## src/rtl/univ_shift_reg_n.sv

```systemverilog
// Universal N-bit shift register: parallel load, shifts, rotates and
// arithmetic right shift, plus a counted multi-shift burst controlled by
// a two-state IDLE/RUN machine. All state changes on the rising clock edge
// with a synchronous active-high clear.
module univ_shift_reg_n #(
  parameter int WIDTH = 8,
  parameter int CNT_W = $clog2(WIDTH+1)
) (
  input  logic             clk,
  input  logic             clr,
  input  logic             en,
  input  logic [2:0]       mode,
  input  logic             SR,
  input  logic             SL,
  input  logic [WIDTH-1:0] D,
  input  logic             start,
  input  logic             dir,
  input  logic [CNT_W-1:0] amt,
  output logic [WIDTH-1:0] Q,
  output logic             SRO,
  output logic             SLO,
  output logic             busy,
  output logic             done
);

  typedef enum logic {IDLE = 1'b0, RUN = 1'b1} state_t;

  state_t           state_q;
  logic [WIDTH-1:0] q_q;
  logic [CNT_W-1:0] cnt_q;
  logic             dir_q;
  logic             done_q;

  logic [CNT_W-1:0] n_d;
  logic [WIDTH-1:0] shr_d, shl_d, ror_d, rol_d, asr_d;

  // Candidate next values: clamped burst length and every shift flavour.
  always_comb begin
    n_d   = (32'(amt) > 32'(WIDTH)) ? CNT_W'(WIDTH) : amt;
    shr_d = {SR, q_q[WIDTH-1:1]};
    shl_d = {q_q[WIDTH-2:0], SL};
    ror_d = {q_q[0], q_q[WIDTH-1:1]};
    rol_d = {q_q[WIDTH-2:0], q_q[WIDTH-1]};
    asr_d = {q_q[WIDTH-1], q_q[WIDTH-1:1]};
  end

  // Burst FSM and register update; a zero-length burst completes without
  // ever entering RUN, so done still pulses once per accepted start.
  always_ff @(posedge clk) begin
    if (clr) begin
      state_q <= IDLE;
      q_q     <= '0;
      cnt_q   <= '0;
      dir_q   <= 1'b0;
      done_q  <= 1'b0;
    end else begin
      case (state_q)
        IDLE: begin
          done_q <= 1'b0;
          if (start) begin
            dir_q <= dir;
            if (n_d == '0) begin
              done_q <= 1'b1;
            end else begin
              cnt_q   <= n_d;
              state_q <= RUN;
            end
          end else if (en) begin
            case (mode)
              3'b001:  q_q <= shr_d;
              3'b010:  q_q <= shl_d;
              3'b011:  q_q <= D;
              3'b100:  q_q <= ror_d;
              3'b101:  q_q <= rol_d;
              3'b110:  q_q <= asr_d;
              default: q_q <= q_q;
            endcase
          end
        end
        RUN: begin
          q_q <= dir_q ? shl_d : shr_d;
          if (cnt_q == CNT_W'(1)) begin
            cnt_q   <= '0;
            state_q <= IDLE;
            done_q  <= 1'b1;
          end else begin
            cnt_q <= cnt_q - CNT_W'(1);
          end
        end
        default: state_q <= IDLE;
      endcase
    end
  end

  assign Q    = q_q;
  assign SRO  = q_q[0];
  assign SLO  = q_q[WIDTH-1];
  assign busy = (state_q == RUN);
  assign done = done_q;

endmodule

```

## config.mk

```make
export PLATFORM = sky130hd
export DESIGN_NAME = univ_shift_reg_n
export DESIGN_NICKNAME = d
export VERILOG_FILES = /design/src/rtl/univ_shift_reg_n.sv
export SDC_FILE = /design/constraint.sdc
export NUM_CORES = 1
export LEC_CHECK = 0
export ABC_AREA = 1
export BUFFER_PORTS_ARGS = -buffer_cell sky130_fd_sc_hd__buf_2
export CORE_AREA = 2 2 56 47
export DETAILED_ROUTE_END_ITERATION = 10
export DIE_AREA = 0 0 58 49
export PLACE_DENSITY = 0.79
export SYNTH_ARGS = -nofsm -noshare
export SYNTH_HDL_FRONTEND = slang
export SYNTH_SLANG_ARGS = --single-unit
export TNS_END_PERCENT = 1
```

## constraint.sdc

```tcl
create_clock -name clk -period 3.1 [get_ports clk]
set_input_delay 0.62 -clock clk [delete_from_list [all_inputs] [get_ports clk]]
set_output_delay 0.62 -clock clk [all_outputs]
set_load 0.01 [all_outputs]
```

==> metrics.txt, run 1 <==
# TYPE chip_impl_metric gauge
chip_impl_metric{name="fin_crit_sh",unit="%"} 56.15
chip_impl_info{name="critical-path-slowest-cell",value="sky130_fd_sc_hd__dfxtp_1"} 1
chip_impl_metric{name="clockBufferDepth",unit=""} 2
chip_impl_info{name="critPathLaunchType",value="register"} 1
chip_impl_metric{name="cp.arrival",unit="ns"} 1.12
chip_impl_metric{name="worst_path_clk_slew",unit="ns"} 0.09
chip_impl_info{name="synth.top_cells.by_area",value="sky130_fd_sc_hd__dfxtp_1 26%, sky130_fd_sc_hd__nand3_1 10%, sky130_fd_sc_hd__nand2_1 10%, sky130_fd_sc_hd__a21oi_1 8.7%, sky130_fd_sc_hd__o21ai_0 8.2%"} 1
chip_impl_metric{name="cts.htree.levels",unit=""} 1
chip_impl_metric{name="synth_fp_nets",unit=""} 215
chip_impl_metric{name="power.net_switching",unit="µW"} 210.1
chip_impl_metric{name="post_cts.resized_instances",unit=""} 0
chip_impl_metric{name="max-cap-violations",unit=""} 0
chip_impl_metric{name="seq_power_share",unit="%"} 44.7
chip_impl_metric{name="req_time_crit_path",unit="ns"} 2.48
chip_impl_metric{name="final_cells",unit=""} 246
chip_impl_metric{name="period_needed",unit="ns"} 1.741
chip_impl_info{name="largest_family_of_logic_cells_by_synthesized_area",value="simple AND/OR/NAND/NOR gates"} 1
chip_impl_metric{name="combPwrFrac",unit="%"} 34.1
chip_impl_metric{name="post_synth_mux_area_share",unit="%"} 0
chip_impl_metric{name="synth_top_area_share",unit="%"} 26.03
chip_impl_metric{name="final_hold_viol_count",unit=""} 0
chip_impl_metric{name="area.growth.synth_to_final",unit="%"} 15.08
chip_impl_metric{name="total_clock_sinks",unit=""} 15
chip_impl_metric{name="synth_xor_xnor_area_share",unit="%"} 0.7592
chip_impl_metric{name="ys_async_sr_fraction",unit="%"} 0
chip_impl_metric{name="die-area",unit="µm²"} 2842
chip_impl_metric{name="fin_skew",unit="ns"} 0.004844
chip_impl_metric{name="yosys_register_bits",unit=""} 15
chip_impl_metric{name="num_cts_buffers",unit=""} 3
chip_impl_metric{name="fin_area",unit="µm²"} 1328
chip_impl_metric{name="ir_drop_worst_vdd",unit="µV"} 306.8
chip_impl_info{name="most_instantiated_flip_flop_cell_in_the_synthesis_netlist",value="sky130_fd_sc_hd__dfxtp_1"} 1
chip_impl_metric{name="syn_area_per_cell",unit="µm²"} 6.040
chip_impl_metric{name="yosys_warnings",unit=""} 0
chip_impl_metric{name="routed_via_density",unit=""} 5.480
chip_impl_metric{name="grt_use_total",unit="%"} 22.76
chip_impl_metric{name="wl_per_cell",unit="µm"} 12.09
chip_impl_metric{name="crit_path_max_fanout",unit=""} 14
chip_impl_metric{name="routed_wire_length",unit="mm"} 2.975
chip_impl_metric{name="cts_setup_buffers",unit=""} 0
chip_impl_metric{name="slew-limit-headroom",unit="%"} 64.31
chip_impl_metric{name="post-route-util",unit="%"} 57.17
chip_impl_info{name="tritoncts",value="done"} 1
chip_impl_metric{name="grt_remaining_overflow",unit=""} 0
chip_impl_metric{name="report.final.setup_viol",unit=""} 0
chip_impl_metric{name="ant_nets",unit=""} 0
chip_impl_metric{name="p_int",unit="µW"} 335.5
chip_impl_metric{name="sum_of_buffers_and_inverters_on_the_critical_path",unit=""} 1
chip_impl_info{name="cpLargestDelayFamily",value="flip-flops"} 1
chip_impl_metric{name="dp.final_hpwl",unit="mm"} 2.239
chip_impl_info{name="synth_most_common_cell",value="sky130_fd_sc_hd__nand2_1"} 1
chip_impl_metric{name="synth_cell_type_count",unit=""} 23
chip_impl_info{name="critPathCaptureType",value="output port"} 1
chip_impl_metric{name="report.final.slew_viol_count",unit=""} 0
chip_impl_metric{name="antenna_violations_before_repair",unit=""} 0
chip_impl_metric{name="fmax",unit="MHz"} 574.5
chip_impl_metric{name="ctsHoldBuffers",unit=""} 0
chip_impl_metric{name="tightestPinTransition",unit="ns"} 0.5354
chip_impl_metric{name="gpl.final_weighted_congestion",unit=""} 0.8022
chip_impl_metric{name="clock_insertion_delay_worst_skew",unit="ns"} 0.29
chip_impl_metric{name="setup_total_negative_slack",unit="ns"} 0
chip_impl_metric{name="max_stage_delay",unit="ns"} 0.61
chip_impl_info{name="run_status",value="finished clean"} 1
chip_impl_metric{name="power.density",unit="nW/µm²"} 411.0
chip_impl_metric{name="core-area",unit="µm²"} 2322
chip_impl_info{name="critical_path_class",value="register to output port"} 1
chip_impl_metric{name="ys_seq_area_share",unit="%"} 26.03
chip_impl_metric{name="initial_core_util",unit="%"} 49.68
chip_impl_metric{name="synth-compound-area-share",unit="%"} 20.61
chip_impl_metric{name="num_io_pins",unit=""} 34
chip_impl_info{name="synth_area_leader_cell",value="sky130_fd_sc_hd__dfxtp_1"} 1
chip_impl_metric{name="placement_rows",unit=""} 16
chip_impl_metric{name="num-nets-final",unit=""} 244
chip_impl_metric{name="route.vias.total",unit=""} 1348
chip_impl_metric{name="netlist_instances",unit=""} 191
chip_impl_metric{name="detailedPlace.worstSlack",unit="ns"} 1.269
chip_impl_info{name="grt_setup_unrepaired",value="false"} 1
chip_impl_metric{name="synthesis.area",unit="µm²"} 1154
chip_impl_metric{name="synth-adder-area-share",unit="%"} 2.169
chip_impl_metric{name="grt_first_pass_wirelength",unit="mm"} 5.195
chip_impl_metric{name="reg2reg_setup_slack",unit="ns"} 1.47
chip_impl_metric{name="floorplan.die.height",unit="µm"} 49
chip_impl_info{name="hold_class",value="register to register"} 1
chip_impl_info{name="master_cell_of_the_clock_root_buffer",value="sky130_fd_sc_hd__clkbuf_4"} 1
chip_impl_metric{name="die_width",unit="µm"} 58
chip_impl_metric{name="drt_iter0_markers",unit=""} 36
chip_impl_metric{name="synth_simple_gate_area_share",unit="%"} 39.15
chip_impl_info{name="post_synth_most_frequent_cells",value="32 x sky130_fd_sc_hd__nand2_1, 24 x sky130_fd_sc_hd__nand3_1, 23 x sky130_fd_sc_hd__nor2_1, 20 x sky130_fd_sc_hd__a21oi_1, 19 x sky130_fd_sc_hd__o21ai_0"} 1
chip_impl_metric{name="fillCellCount",unit=""} 245
chip_impl_metric{name="number_of_design_rule_violations_left_after_detail_routing",unit=""} 0
chip_impl_metric{name="antennaDiodeCount",unit=""} 0
chip_impl_metric{name="switching_share",unit="%"} 38.51
chip_impl_metric{name="worst_slack",unit="ns"} 1.360
chip_impl_metric{name="port_buffers",unit=""} 33
chip_impl_metric{name="placed_cells_incl_taps",unit=""} 242
chip_impl_metric{name="via_count_of_the_first_global_routing_pass",unit=""} 1158
chip_impl_metric{name="pin_count_of_the_biggest_net_entering_global_routing",unit=""} 19
chip_impl_metric{name="layout-drive-gt1-share",unit="%"} 21.00
chip_impl_info{name="timing.critical_path.cells",value="buf_2"} 1
chip_impl_metric{name="drt_pre_antenna_iters",unit=""} 4
chip_impl_metric{name="power_leakage",unit="µW"} 0.0006560
chip_impl_metric{name="clkPwrFrac",unit="%"} 21.1
chip_impl_metric{name="placement.cell_area",unit="µm²"} 1301
chip_impl_metric{name="synth_edf_count",unit=""} 0
power by group through the flow:
| stage | Clock (µW) | Sequential, µW | Combinational, µW |
|---|---|---|---|
| floorplan | 0 | 243 | 133 |
| global placement | 0 | 248 | 183 |
| detailed placement | 0 | 248 | 185 |
| CTS | 118 | 243 | 186 |
| global route | 125 | 248 | 215 |
| finish | 115 | 244 | 186 |
per-layer routing:
| layer | vias up | part of all wire (%) | track usage, % |
|---|---|---|---|
| li1 | 699 | - | - |
| met1 | 592 | 49 | 34.42 |
| met2 | 57 | 42 | 33.90 |
| met3 | 0 | 8.6 | 5.836 |
| met4 | 0 | 0 | 1.163 |
| met5 | - | 0 | 0 |
cell families after synthesis:
family / Yosys count
adders and majority gates: 2
buffers and inverters: 30
DFF: 15
AOI/OAI and AO/OA: 46
and+or+nand+nor: 97
xor gates and xnor gates: 1
worst paths after layout:
kind,startpoint,cells after the start,to
worst max-delay path,busy,1,busy
worst min-delay path,done,2,done
worst max register to register,busy,6,Q[2]
worst min register to register,done,2,done
layout by cell type (no fill, tap or decap):
cell / instances
sky130_fd_sc_hd__buf_2: 33
sky130_fd_sc_hd__nand2_2: 3
sky130_fd_sc_hd__nand2_1: 32
sky130_fd_sc_hd__ha_1: 2
sky130_fd_sc_hd__nor2_2: 1
sky130_fd_sc_hd__inv_2: 3
sky130_fd_sc_hd__nor2_4: 1
sky130_fd_sc_hd__nand4_1: 10
sky130_fd_sc_hd__xnor2_1: 1
sky130_fd_sc_hd__a21oi_1: 20
sky130_fd_sc_hd__nor3_1: 1
sky130_fd_sc_hd__nand3_1: 24
sky130_fd_sc_hd__clkbuf_1: 1
sky130_fd_sc_hd__nand3_2: 1
sky130_fd_sc_hd__inv_1: 18
sky130_fd_sc_hd__clkbuf_4: 3
sky130_fd_sc_hd__nand2_4: 1
sky130_fd_sc_hd__o211ai_1: 3
sky130_fd_sc_hd__o21ai_1: 4
sky130_fd_sc_hd__nor2_1: 23
sky130_fd_sc_hd__o21ai_0: 19
sky130_fd_sc_hd__dfxtp_1: 15
state kept, by name (all words and copies together), names as in the netlist:
signal and flops:
Q 8, cnt_q 4, busy 1, dir_q 1, done 1
final cells by class:
type                    instances  area [µm²]  area share [%]
inverters                      21       78.83           5.938
flip-flops and latches         15       300.3           22.62
multi-input cells             146       723.2           54.48
repair buffers                 33       165.2           12.44
well taps                      27       33.78           2.545
clock buffers                   4       26.28           1.979
worst register-to-register path: stages, from the launching register on:
cell and delay [ns]:
sky130_fd_sc_hd__dfxtp_1 0.61, sky130_fd_sc_hd__inv_2 0.25, sky130_fd_sc_hd__nand2_1 0.17, sky130_fd_sc_hd__nor2_1 0.07
sky130_fd_sc_hd__nor2_2 0.21, sky130_fd_sc_hd__o21ai_0 0.13, sky130_fd_sc_hd__nor2_1 0.12
stage by stage:
stage | hold slack, ns | power (µW)
6_report | 0.4851 | 545.6
5_1_grt | 0.5199 | 587.8
4_1_cts | 0.4910 | 546.6
3_5_place_dp | 0.4774 | 432.2
3_3_place_gp | 0.4736 | 431.2
2_1_floorplan | 0.4649 | 375.4
(Power assumes the default switching activity.)
==> inputs of run 2 (changes only) <==
Settings changed: CORE_AREA 2 2 56 47 to 2 2 57 48, DIE_AREA 0 0 58 49 to 0 0 59 50, PLACE_DENSITY 0.79 to 0.76.
Clock period 3.1 ns to 1.7 ns, I/O delays scaled along.
==> metrics.txt, run 2 (same netlist as run 1, synthesis figures left out) <==
# TYPE chip_impl_metric gauge
chip_impl_metric{name="placed_cells_incl_taps",unit=""} 246
chip_impl_metric{name="wl_per_cell",unit="µm"} 11.92
chip_impl_metric{name="routed_wire_length",unit="mm"} 2.980
chip_impl_metric{name="slew-limit-headroom",unit="%"} 74.57
chip_impl_info{name="critPathCaptureType",value="output port"} 1
chip_impl_metric{name="hold-worst-slack",unit="ns"} 0.2388
chip_impl_metric{name="tightestPinTransition",unit="ns"} 0.3811
chip_impl_info{name="tritoncts",value="done"} 1
chip_impl_metric{name="switching_share",unit="%"} 37.92
chip_impl_metric{name="dp.final_hpwl",unit="mm"} 2.250
chip_impl_info{name="run_status",value="finished clean"} 1
chip_impl_metric{name="req_time_crit_path",unit="ns"} 1.36
chip_impl_metric{name="floorplan.die.height",unit="µm"} 50
chip_impl_metric{name="report.final.setup_viol",unit=""} 0
chip_impl_metric{name="routed_via_density",unit=""} 5.500
chip_impl_info{name="master_cell_of_the_clock_root_buffer",value="sky130_fd_sc_hd__clkbuf_4"} 1
chip_impl_metric{name="layout-drive-gt1-share",unit="%"} 22.42
chip_impl_metric{name="number_of_design_rule_violations_left_after_detail_routing",unit=""} 0
chip_impl_metric{name="power.density",unit="nW/µm²"} 738.4
chip_impl_metric{name="clock_insertion_delay_worst_skew",unit="ns"} 0.28
chip_impl_metric{name="fillCellCount",unit=""} 243
chip_impl_metric{name="via_count_of_the_first_global_routing_pass",unit=""} 1193
chip_impl_metric{name="cp.arrival",unit="ns"} 1.14
chip_impl_metric{name="post_cts.resized_instances",unit=""} 0
chip_impl_info{name="hold_class",value="input pin to register"} 1
chip_impl_metric{name="sum_of_buffers_and_inverters_on_the_critical_path",unit=""} 2
chip_impl_metric{name="post-route-util",unit="%"} 57.47
chip_impl_metric{name="clockBufferDepth",unit=""} 2
chip_impl_metric{name="crit_path_max_fanout",unit=""} 10
chip_impl_metric{name="ctsHoldBuffers",unit=""} 0
chip_impl_metric{name="final_hold_viol_count",unit=""} 0
chip_impl_metric{name="num_cts_buffers",unit=""} 3
chip_impl_metric{name="drt_iter0_markers",unit=""} 62
chip_impl_metric{name="grt_use_total",unit="%"} 22.06
chip_impl_metric{name="final_cells",unit=""} 250
chip_impl_metric{name="power.total",unit="µW"} 1002
chip_impl_metric{name="antennaDiodeCount",unit=""} 0
chip_impl_info{name="cpLargestDelayFamily",value="flip-flops"} 1
chip_impl_metric{name="drt_pre_antenna_iters",unit=""} 4
chip_impl_metric{name="fin_crit_sh",unit="%"} 87.26
chip_impl_metric{name="report.final.slew_viol_count",unit=""} 0
chip_impl_metric{name="placement_rows",unit=""} 16
chip_impl_metric{name="worst_path_clk_slew",unit="ns"} 0.09
chip_impl_metric{name="antenna_violations_before_repair",unit=""} 0
chip_impl_metric{name="die-area",unit="µm²"} 2950
chip_impl_metric{name="core-area",unit="µm²"} 2362
chip_impl_metric{name="max-cap-violations",unit=""} 0
chip_impl_metric{name="total_clock_sinks",unit=""} 15
chip_impl_info{name="critical-path-slowest-cell",value="sky130_fd_sc_hd__dfxtp_1"} 1
chip_impl_metric{name="fin_skew",unit="ns"} 0.004268
chip_impl_metric{name="port_buffers",unit=""} 33
chip_impl_metric{name="num_io_pins",unit=""} 34
chip_impl_info{name="critPathLaunchType",value="register"} 1
chip_impl_info{name="layout_commonest_cell",value="sky130_fd_sc_hd__buf_2"} 1
chip_impl_info{name="critical_path_class",value="register to output port"} 1
chip_impl_metric{name="period_needed",unit="ns"} 1.483
chip_impl_info{name="timing.critical_path.cells",value="buf_4, buf_2"} 1
chip_impl_metric{name="route.vias.total",unit=""} 1375
chip_impl_metric{name="initial_core_util",unit="%"} 48.83
chip_impl_metric{name="ir_drop_worst_vdd",unit="µV"} 396.1
chip_impl_metric{name="clkPwrFrac",unit="%"} 20.4
chip_impl_metric{name="pin_count_of_the_biggest_net_entering_global_routing",unit=""} 14
chip_impl_info{name="grt_setup_unrepaired",value="false"} 1
chip_impl_metric{name="die_width",unit="µm"} 59
chip_impl_metric{name="gpl.final_weighted_congestion",unit=""} 0.8650
chip_impl_metric{name="largest_register_ffs",unit=""} 8
chip_impl_metric{name="power.net_switching",unit="µW"} 380.2
chip_impl_info{name="layout.cells.most_common_list",value="33 x sky130_fd_sc_hd__buf_2, 32 x sky130_fd_sc_hd__nand2_1, 24 x sky130_fd_sc_hd__nand3_1, 23 x sky130_fd_sc_hd__nor2_1, 20 x sky130_fd_sc_hd__a21oi_1"} 1
chip_impl_metric{name="setup_total_negative_slack",unit="ns"} 0
chip_impl_metric{name="p_int",unit="µW"} 622.3
chip_impl_metric{name="max_stage_delay",unit="ns"} 0.54
chip_impl_metric{name="ant_nets",unit=""} 0
chip_impl_metric{name="cts_setup_buffers",unit=""} 0
chip_impl_metric{name="grt_first_pass_wirelength",unit="mm"} 5.154
chip_impl_metric{name="cts.htree.levels",unit=""} 1
chip_impl_metric{name="power_leakage",unit="µW"} 0.0006758
chip_impl_metric{name="combPwrFrac",unit="%"} 35.9
chip_impl_metric{name="area.growth.synth_to_final",unit="%"} 17.68
chip_impl_metric{name="num-nets-final",unit=""} 248
chip_impl_metric{name="grt_remaining_overflow",unit=""} 0
chip_impl_metric{name="seq_power_share",unit="%"} 43.7
chip_impl_metric{name="fmax",unit="MHz"} 674.1
-- run 2: metal layers --
metal | wire (µm) | vias to the layer above | track usage (%)
met1 | 1491 | 608 | 33.07
li1 | - | 715 | -
met5 | 0 | - | 0
met3 | 222 | 2 | 5.512
met4 | 10 | 0 | 1.515
met2 | 1255 | 50 | 32.96
-- run 2: layout make-up --
type,instances,area [µm²],area share [%]
sequential,15,300.3,22.12
clock buffer,4,26.28,1.935
multi-input combinational,146,723.2,53.27
tap,27,33.78,2.488
timing repair buffer,37,195.2,14.38
inverter,21,78.83,5.806
-- run 2: final timing paths --
| path | start | end | slack (ns) | cells past startpoint |
|---|---|---|---|---|
| worst min-delay path | clr | done | 0.24 | 2 |
| worst min register to register | cnt_q[2] | cnt_q[2] | 0.49 | 2 |
| worst max register to register | busy | Q[2] | 0.25 | 6 |
| worst max-delay path | busy | busy | 0.22 | 2 |
-- run 2: power groups by stage --
stage | logic [µW] | registers, µW | clock network, µW
detailed placement | 355 | 445 | 0
global route | 414 | 444 | 226
global placement | 353 | 445 | 0
CTS | 358 | 437 | 210
finish | 360 | 438 | 204
floorplan | 242 | 443 | 0
-- run 2: stage by stage --
stage	cell area (µm²)	setup WS, ns
floorplan	1154	0.4979
global placement	1331	0.1907
detailed placement	1331	0.1788
CTS	1358	0.2191
global route	1358	0.09174
finish	1358	0.2165
-- run 2: worst reg2reg max path, delay by kind of cell, from the launching register on --
kind / cells / cell delay [ns]
AOI/OAI and AO/OA: 1 / 0.12
buffers and inverters: 1 / 0.15
DFF: 1 / 0.54
and+or+nand+nor: 4 / 0.59
